[src/rtl/mem_port_arbiter.sv]
// mem_port_arbiter
//   Shares the unified instruction/data RAM between three requesters:
//   CPU data port (D), CPU instruction fetch (I) and debug/loader (G).
//   One access is in flight at a time. Base priority is D > I > G. I or G is
//   promoted above D once it has lost STARVE_MAX consecutive arbitrations
//   (I wins if both are promoted).
//
//   Optional feature macro: MEM_ARB_PERF_EN adds 32-bit wrapping counters
//   perf_i_cnt / perf_d_cnt / perf_g_cnt (acks per port) and
//   perf_conflict_cnt (IDLE arbitrations with two or more requests).
//
//   Ports
//     clk, reset               system clock, async active-low reset
//     i_req/i_addr             fetch request (read only)  -> i_ack, i_valid
//     d_req/d_we/d_be/d_addr/d_wdata  data request        -> d_ack, d_valid
//     g_req/g_we/g_addr/g_wdata       debug request       -> g_ack, g_valid
//     rdata                    shared read data, qualified by *_valid
//     mem_en/mem_we/mem_addr/mem_wdata/mem_rdata  RAM side
//
//   state  | meaning
//   IDLE   | arbitrate, latch winner and its access
//   ISSUE  | winner ack + mem_en, load latency counter
//   WAIT   | count down MEM_LAT cycles, capture mem_rdata on the last
//   RESP   | winner valid pulse
module mem_port_arbiter #(
    parameter int ADDR_W     = 32,
    parameter int DATA_W     = 32,
    parameter int MEM_LAT    = 1,
    parameter int STARVE_MAX = 8
) (
    input  logic              clk,
    input  logic              reset,
    input  logic              i_req,
    input  logic [ADDR_W-1:0] i_addr,
    output logic              i_ack,
    output logic              i_valid,
    input  logic              d_req,
    input  logic              d_we,
    input  logic [3:0]        d_be,
    input  logic [ADDR_W-1:0] d_addr,
    input  logic [DATA_W-1:0] d_wdata,
    output logic              d_ack,
    output logic              d_valid,
    input  logic              g_req,
    input  logic              g_we,
    input  logic [ADDR_W-1:0] g_addr,
    input  logic [DATA_W-1:0] g_wdata,
    output logic              g_ack,
    output logic              g_valid,
    output logic [DATA_W-1:0] rdata,
    output logic              mem_en,
    output logic [3:0]        mem_we,
    output logic [ADDR_W-1:0] mem_addr,
    output logic [DATA_W-1:0] mem_wdata,
    input  logic [DATA_W-1:0] mem_rdata
`ifdef MEM_ARB_PERF_EN
    ,
    output logic [31:0]       perf_i_cnt,
    output logic [31:0]       perf_d_cnt,
    output logic [31:0]       perf_g_cnt,
    output logic [31:0]       perf_conflict_cnt
`endif
);

    typedef enum logic [1:0] {ST_IDLE, ST_ISSUE, ST_WAIT, ST_RESP} state_t;
    typedef enum logic [1:0] {PORT_NONE, PORT_I, PORT_D, PORT_G} port_t;

    localparam logic [7:0] STARVE_LIM = 8'(STARVE_MAX);
    localparam logic [2:0] LAT_INIT   = 3'(MEM_LAT);

    state_t     r_state;
    port_t      r_port;
    logic       r_write;
    logic [2:0] r_lat;
    logic [7:0] r_starve_i;
    logic [7:0] r_starve_g;

    port_t      w_win;
    logic       w_i_starved;
    logic       w_g_starved;
    logic [7:0] w_starve_i_inc;
    logic [7:0] w_starve_g_inc;

    assign w_i_starved    = i_req && (r_starve_i == STARVE_LIM);
    assign w_g_starved    = g_req && (r_starve_g == STARVE_LIM);
    assign w_starve_i_inc = (r_starve_i == STARVE_LIM) ? STARVE_LIM : r_starve_i + 8'd1;
    assign w_starve_g_inc = (r_starve_g == STARVE_LIM) ? STARVE_LIM : r_starve_g + 8'd1;

    always_comb begin
        w_win = PORT_NONE;
        if (w_i_starved)      w_win = PORT_I;
        else if (w_g_starved) w_win = PORT_G;
        else if (d_req)       w_win = PORT_D;
        else if (i_req)       w_win = PORT_I;
        else if (g_req)       w_win = PORT_G;
    end

    always_ff @(posedge clk or negedge reset) begin
        if (!reset) begin
            r_state    <= ST_IDLE;
            r_port     <= PORT_NONE;
            r_write    <= 1'b0;
            r_lat      <= 3'd0;
            r_starve_i <= 8'd0;
            r_starve_g <= 8'd0;
            i_ack      <= 1'b0;
            i_valid    <= 1'b0;
            d_ack      <= 1'b0;
            d_valid    <= 1'b0;
            g_ack      <= 1'b0;
            g_valid    <= 1'b0;
            rdata      <= '0;
            mem_en     <= 1'b0;
            mem_we     <= 4'h0;
            mem_addr   <= '0;
            mem_wdata  <= '0;
        end else begin
            // pulses default low; set only on the edge entering ISSUE/RESP
            i_ack   <= 1'b0;
            d_ack   <= 1'b0;
            g_ack   <= 1'b0;
            i_valid <= 1'b0;
            d_valid <= 1'b0;
            g_valid <= 1'b0;
            mem_en  <= 1'b0;
            mem_we  <= 4'h0;
            case (r_state)
                ST_IDLE: begin
                    r_starve_i <= (i_req && (w_win != PORT_I)) ? w_starve_i_inc : 8'd0;
                    r_starve_g <= (g_req && (w_win != PORT_G)) ? w_starve_g_inc : 8'd0;
                    r_port     <= w_win;
                    case (w_win)
                        PORT_I: begin
                            i_ack     <= 1'b1;
                            mem_en    <= 1'b1;
                            mem_addr  <= i_addr;
                            mem_wdata <= '0;
                            r_write   <= 1'b0;
                            r_state   <= ST_ISSUE;
                        end
                        PORT_D: begin
                            d_ack     <= 1'b1;
                            mem_en    <= 1'b1;
                            mem_addr  <= d_addr;
                            mem_wdata <= d_wdata;
                            mem_we    <= d_we ? d_be : 4'h0;
                            r_write   <= d_we;
                            r_state   <= ST_ISSUE;
                        end
                        PORT_G: begin
                            g_ack     <= 1'b1;
                            mem_en    <= 1'b1;
                            mem_addr  <= g_addr;
                            mem_wdata <= g_wdata;
                            mem_we    <= g_we ? 4'hF : 4'h0;
                            r_write   <= g_we;
                            r_state   <= ST_ISSUE;
                        end
                        default: ;
                    endcase
                end
                ST_ISSUE: begin
                    r_lat   <= LAT_INIT;
                    r_state <= ST_WAIT;
                end
                ST_WAIT: begin
                    if (r_lat == 3'd1) begin
                        // writes keep the last read word on rdata
                        if (!r_write) rdata <= mem_rdata;
                        i_valid <= (r_port == PORT_I);
                        d_valid <= (r_port == PORT_D);
                        g_valid <= (r_port == PORT_G);
                        r_state <= ST_RESP;
                    end else begin
                        r_lat <= r_lat - 3'd1;
                    end
                end
                default: r_state <= ST_IDLE;
            endcase
        end
    end

`ifdef MEM_ARB_PERF_EN
    logic [1:0] w_nreq;
    assign w_nreq = {1'b0, i_req} + {1'b0, d_req} + {1'b0, g_req};

    always_ff @(posedge clk or negedge reset) begin
        if (!reset) begin
            perf_i_cnt        <= 32'd0;
            perf_d_cnt        <= 32'd0;
            perf_g_cnt        <= 32'd0;
            perf_conflict_cnt <= 32'd0;
        end else if (r_state == ST_IDLE) begin
            if (w_nreq >= 2'd2) perf_conflict_cnt <= perf_conflict_cnt + 32'd1;
            case (w_win)
                PORT_I:  perf_i_cnt <= perf_i_cnt + 32'd1;
                PORT_D:  perf_d_cnt <= perf_d_cnt + 32'd1;
                PORT_G:  perf_g_cnt <= perf_g_cnt + 32'd1;
                default: ;
            endcase
        end
    end
`endif

endmodule

[config.mk]
export PLATFORM = sky130hd
export DESIGN_NAME = mem_port_arbiter
export DESIGN_NICKNAME = d
export VERILOG_FILES = /design/src/rtl/mem_port_arbiter.sv
export SDC_FILE = /design/constraint.sdc
export NUM_CORES = 1
export LEC_CHECK = 0
export BUFFER_PORTS_ARGS = -buffer_cell sky130_fd_sc_hd__buf_2
export CORE_AREA = 2 2 121 123
export DETAILED_ROUTE_END_ITERATION = 8
export DIE_AREA = 0 0 123 125
export PLACE_DENSITY_LB_ADDON = 0.1
export SLEW_MARGIN = 40
export SYNTH_ARGS = -nofsm -noshare
export SYNTH_HDL_FRONTEND = slang
export SYNTH_SLANG_ARGS = --single-unit
export TNS_END_PERCENT = 50
[constraint.sdc]
create_clock -name clk -period 5.9 [get_ports clk]
set_clock_uncertainty 0.15 [all_clocks]
set_input_delay 0.295 -clock clk [delete_from_list [all_inputs] [get_ports clk]]
set_output_delay 0.295 -clock clk [all_outputs]
set_load 0.01 [all_outputs]
==> out/metrics.yaml <==
status: "finished, final reports clean"
synthesis.nets: 797
wl_per_cell_um: 17.5
synth-simple-area-share_pct: 12.1
slew_violations: 0
routed-via-count: 5992
io_pins: 310
drtIter0Drc: 332
ys_warn_count: 0
crit_type: "flip-flop to flip-flop"
grtUsageTotal_pct: 25.3
synth-seq-cells: 131
core-area_um2: 14200
grt_pass1_wl_um: 29900
hold_violations: 0
syn_inst: 585
synth_top_area_share_pct: 52.9
r2r_start: "r_state[0]"
required_ns: 6.05
place_congestion: 0.846
numCtsBuffers: 17
setup_violations: 0
clk_pin_slew_ns: 0.06
nets: 1149
hp-start: "g_wdata[16]"
drc: 0
dp_hpwl_um: 14000
cts_root_buffer: "clkbuf_16"
synth_top_family_by_area: "compound AO/OA/AOI/OAI gates"
muxShareOfSynthArea_pct: 11.9
drtAntennaViolNets: 0
cp_max_fo: 66
worstHoldEndpoint: "mem_wdata[16]"
start_kind: "flip-flop"
ys_types: 51
start_util_pct: 43.6
rr_endpoint: "mem_addr[31]"
portBuffers: 309
antenna_found_initial: 1
rsz0062_at_grt: "false"
synth_compound_area_share_pct: 16.9
synthXorXnorAreaFrac_pct: 0.283
p_per_area_nw_per_um2: 473
finalInstanceArea_um2: 8980
fin_crit_sh_pct: 56.5
dr.pass1.iters: 6
syn_to_final_growth_pct: 45.0
cts_buffer_depth: 2
die_x_um: 123
ff2ff_setup_slack_ns: 2.57
clock_latency_ns: 0.41
viasPerCell: 5.29
crit_chain: "inv_1 -> ha_1 -> nand2b_2 -> buf_4 -> inv_2 -> nand2_2 -> o221ai_1"
drt-total-wl_um: 19900
arrival_ns: 3.48
endpoint_kind: "flip-flop"
layout.cells.most_common_list: "buf_2, dfrtp_1, nand2_1"
leakage_nw: 4.55
max_cap_viol_count: 0
fin_tns_setup_ns: 0
rows: 44
r2r_cells: 7
cts_tree: "done"
holdWs_ns: 0.00931
synthAdderAreaFrac_pct: 1.82
design.die.area_um2: 15400
fin_crit_ns: 3.33
cts_htree_levels: 4
final_layout_size_suffix_gt1_share_pct: 41.5
max_slew.worst_pin.slew_ns: 0.760
cts_sinks: 131
grt_pass1_vias: 6058
ir_worst_vdd_v: 0.000218
grt_overflow_total: 0
synth_ff_type: "dfrtp_1"
worst_slew_margin_rel_pct: 49.3
critical_path.max_stage_delay_ns: 0.65
ys_seq_area_share_pct: 52.9
crit_path_top_delay_cell: "ha_1"
synth_largest_area_cell: "dfrtp_1"
grt_max_degree: 86
synthTopCellsByArea: "dfrtp_1, nand2_1, mux2_2, mux2i_1, o221ai_1"
worstHoldPathType: "input port to flip-flop"
syn_avg_cell_area_um2: 10.6
synth_edf_count: 0
layout_commonest_cell: "buf_2"
die_h_um: 125
async_reset_ff_share_pct: 100
synthesis.area_um2: 6200
fmax_ghz: 0.300
whs_path_depth: 3
dpl_cell_area_um2: 7880
-- worst max-delay path: cells and delay by family (launching register included) --
family,cells,cell delay [ns]
adder cells (fa/ha/maj),1,0.65
flip-flops,1,0.40
buffers and inverters,3,0.97
AO/OA/AOI/OAI,1,0.39
AND/OR/NAND/NOR,2,0.59
-- stage by stage --
| stage | total power, mW | worst slack (ns) | cells | utilization, % |
|---|---|---|---|---|
| 6_report | 4.25 | 2.57 | 1133 | 63.3 |
| 5_1_grt | 4.53 | 2.33 | 1133 | 63.3 |
| 4_1_cts | 4.29 | 2.57 | 1132 | 63.2 |
| 3_5_place_dp | 3.28 | 2.62 | 1045 | 55.5 |
| 3_3_place_gp | 3.20 | 2.75 | 1044 | 55.3 |
| 2_1_floorplan | 2.57 | 3.88 | 585 | - |
-- how the worst max path moves through the flow --
stage	from	endpoint	slack, ns	cells after the start
final	r_state[0]	mem_addr[31]	2.57	7
after global routing	r_state[0]	mem_addr[31]	2.33	7
after CTS	r_state[0]	mem_addr[31]	2.57	7
after detailed placement	r_state[0]	mem_addr[20]	2.62	7
after global placement	r_state[0]	mem_addr[6]	2.75	7
after floorplan	r_starve_i[0]	mem_addr[2]	3.88	8
-- what timing repair did --
| action | in CTS | in global routing |
|---|---|---|
| buffers inserted | 0 | 0 |
| resized for setup | 0 | 0 |
| hold endpoints to repair | 93 | 0 |
| hold buffers | 57 | 0 |
-- sequential cells by signal, indices dropped and copies added (netlist names) --
| register | count |
|---|---|
| d_ack | 1 |
| d_valid | 1 |
| g_ack | 1 |
| g_valid | 1 |
| i_ack | 1 |
| i_valid | 1 |
| mem_addr | 32 |
| mem_en | 1 |
| mem_wdata | 32 |
| mem_we | 4 |
| r_lat | 3 |
| r_port | 2 |
| r_starve_g | 8 |
| r_starve_i | 8 |
| r_state | 2 |
| r_write | 1 |
| rdata | 32 |
-- power breakdown --
group,total [mW],leakage [nW],internal (mW),switching [mW]
Combinational,1.79,2.65,0.773,1.01
Sequential,1.50,1.64,1.28,0.215
Clock,0.963,0.256,0.580,0.383
-- layer usage --
metal | wire length (um) | track usage [%] | vias to the layer above | share of wire, %
met3 | 1620 | 6.66 | 35 | 8.1
met2 | 10100 | 44.3 | 290 | 51
met4 | 416 | 8.96 | 0 | 2.1
met1 | 7770 | 29.7 | 2846 | 39
met5 | 0 | 0 | - | 0
li1 | - | - | 2821 | -
-- kinds of logic (layout without fill, tap and decap cells) --
kind of cell	count (synthesis)	count (layout)
other cells	0	1
mux	69	69
compound gates	150	150
fa+ha+maj	9	9
flops	131	131
xor+xnor	2	2
simple gates	167	167
buf+inv	57	420
-- synthesized netlist by cell type, drive strengths merged (2+ instances only) --
master / number
a21boi: 2
a21o: 2
a21oi: 10
a22o: 6
a22oi: 32
a31oi: 6
and3: 3
buf: 20
clkbuf: 21
dfrtp: 131
ha: 9
inv: 16
mux2: 35
mux2i: 34
nand2: 113
nand2b: 4
nand3: 8
nor2: 14
nor2b: 3
nor3: 7
nor4: 2
o21ai: 48
o221ai: 33
or2: 4
or4b: 2
xnor2: 2
-- area by class of cell --
| cell class | instances | area [um^2] |
|---|---|---|
| fill | 1175 | 5220 |
| sequential | 131 | 3280 |
| multi-input combinational | 397 | 2690 |
| timing repair buffer | 374 | 2190 |
| clock buffer | 19 | 443 |
| tap | 184 | 230 |
| clock inverter | 11 | 90.1 |
| inverter | 16 | 60.1 |
| antenna | 1 | 2.50 |
(Power assumes the default switching activity.)
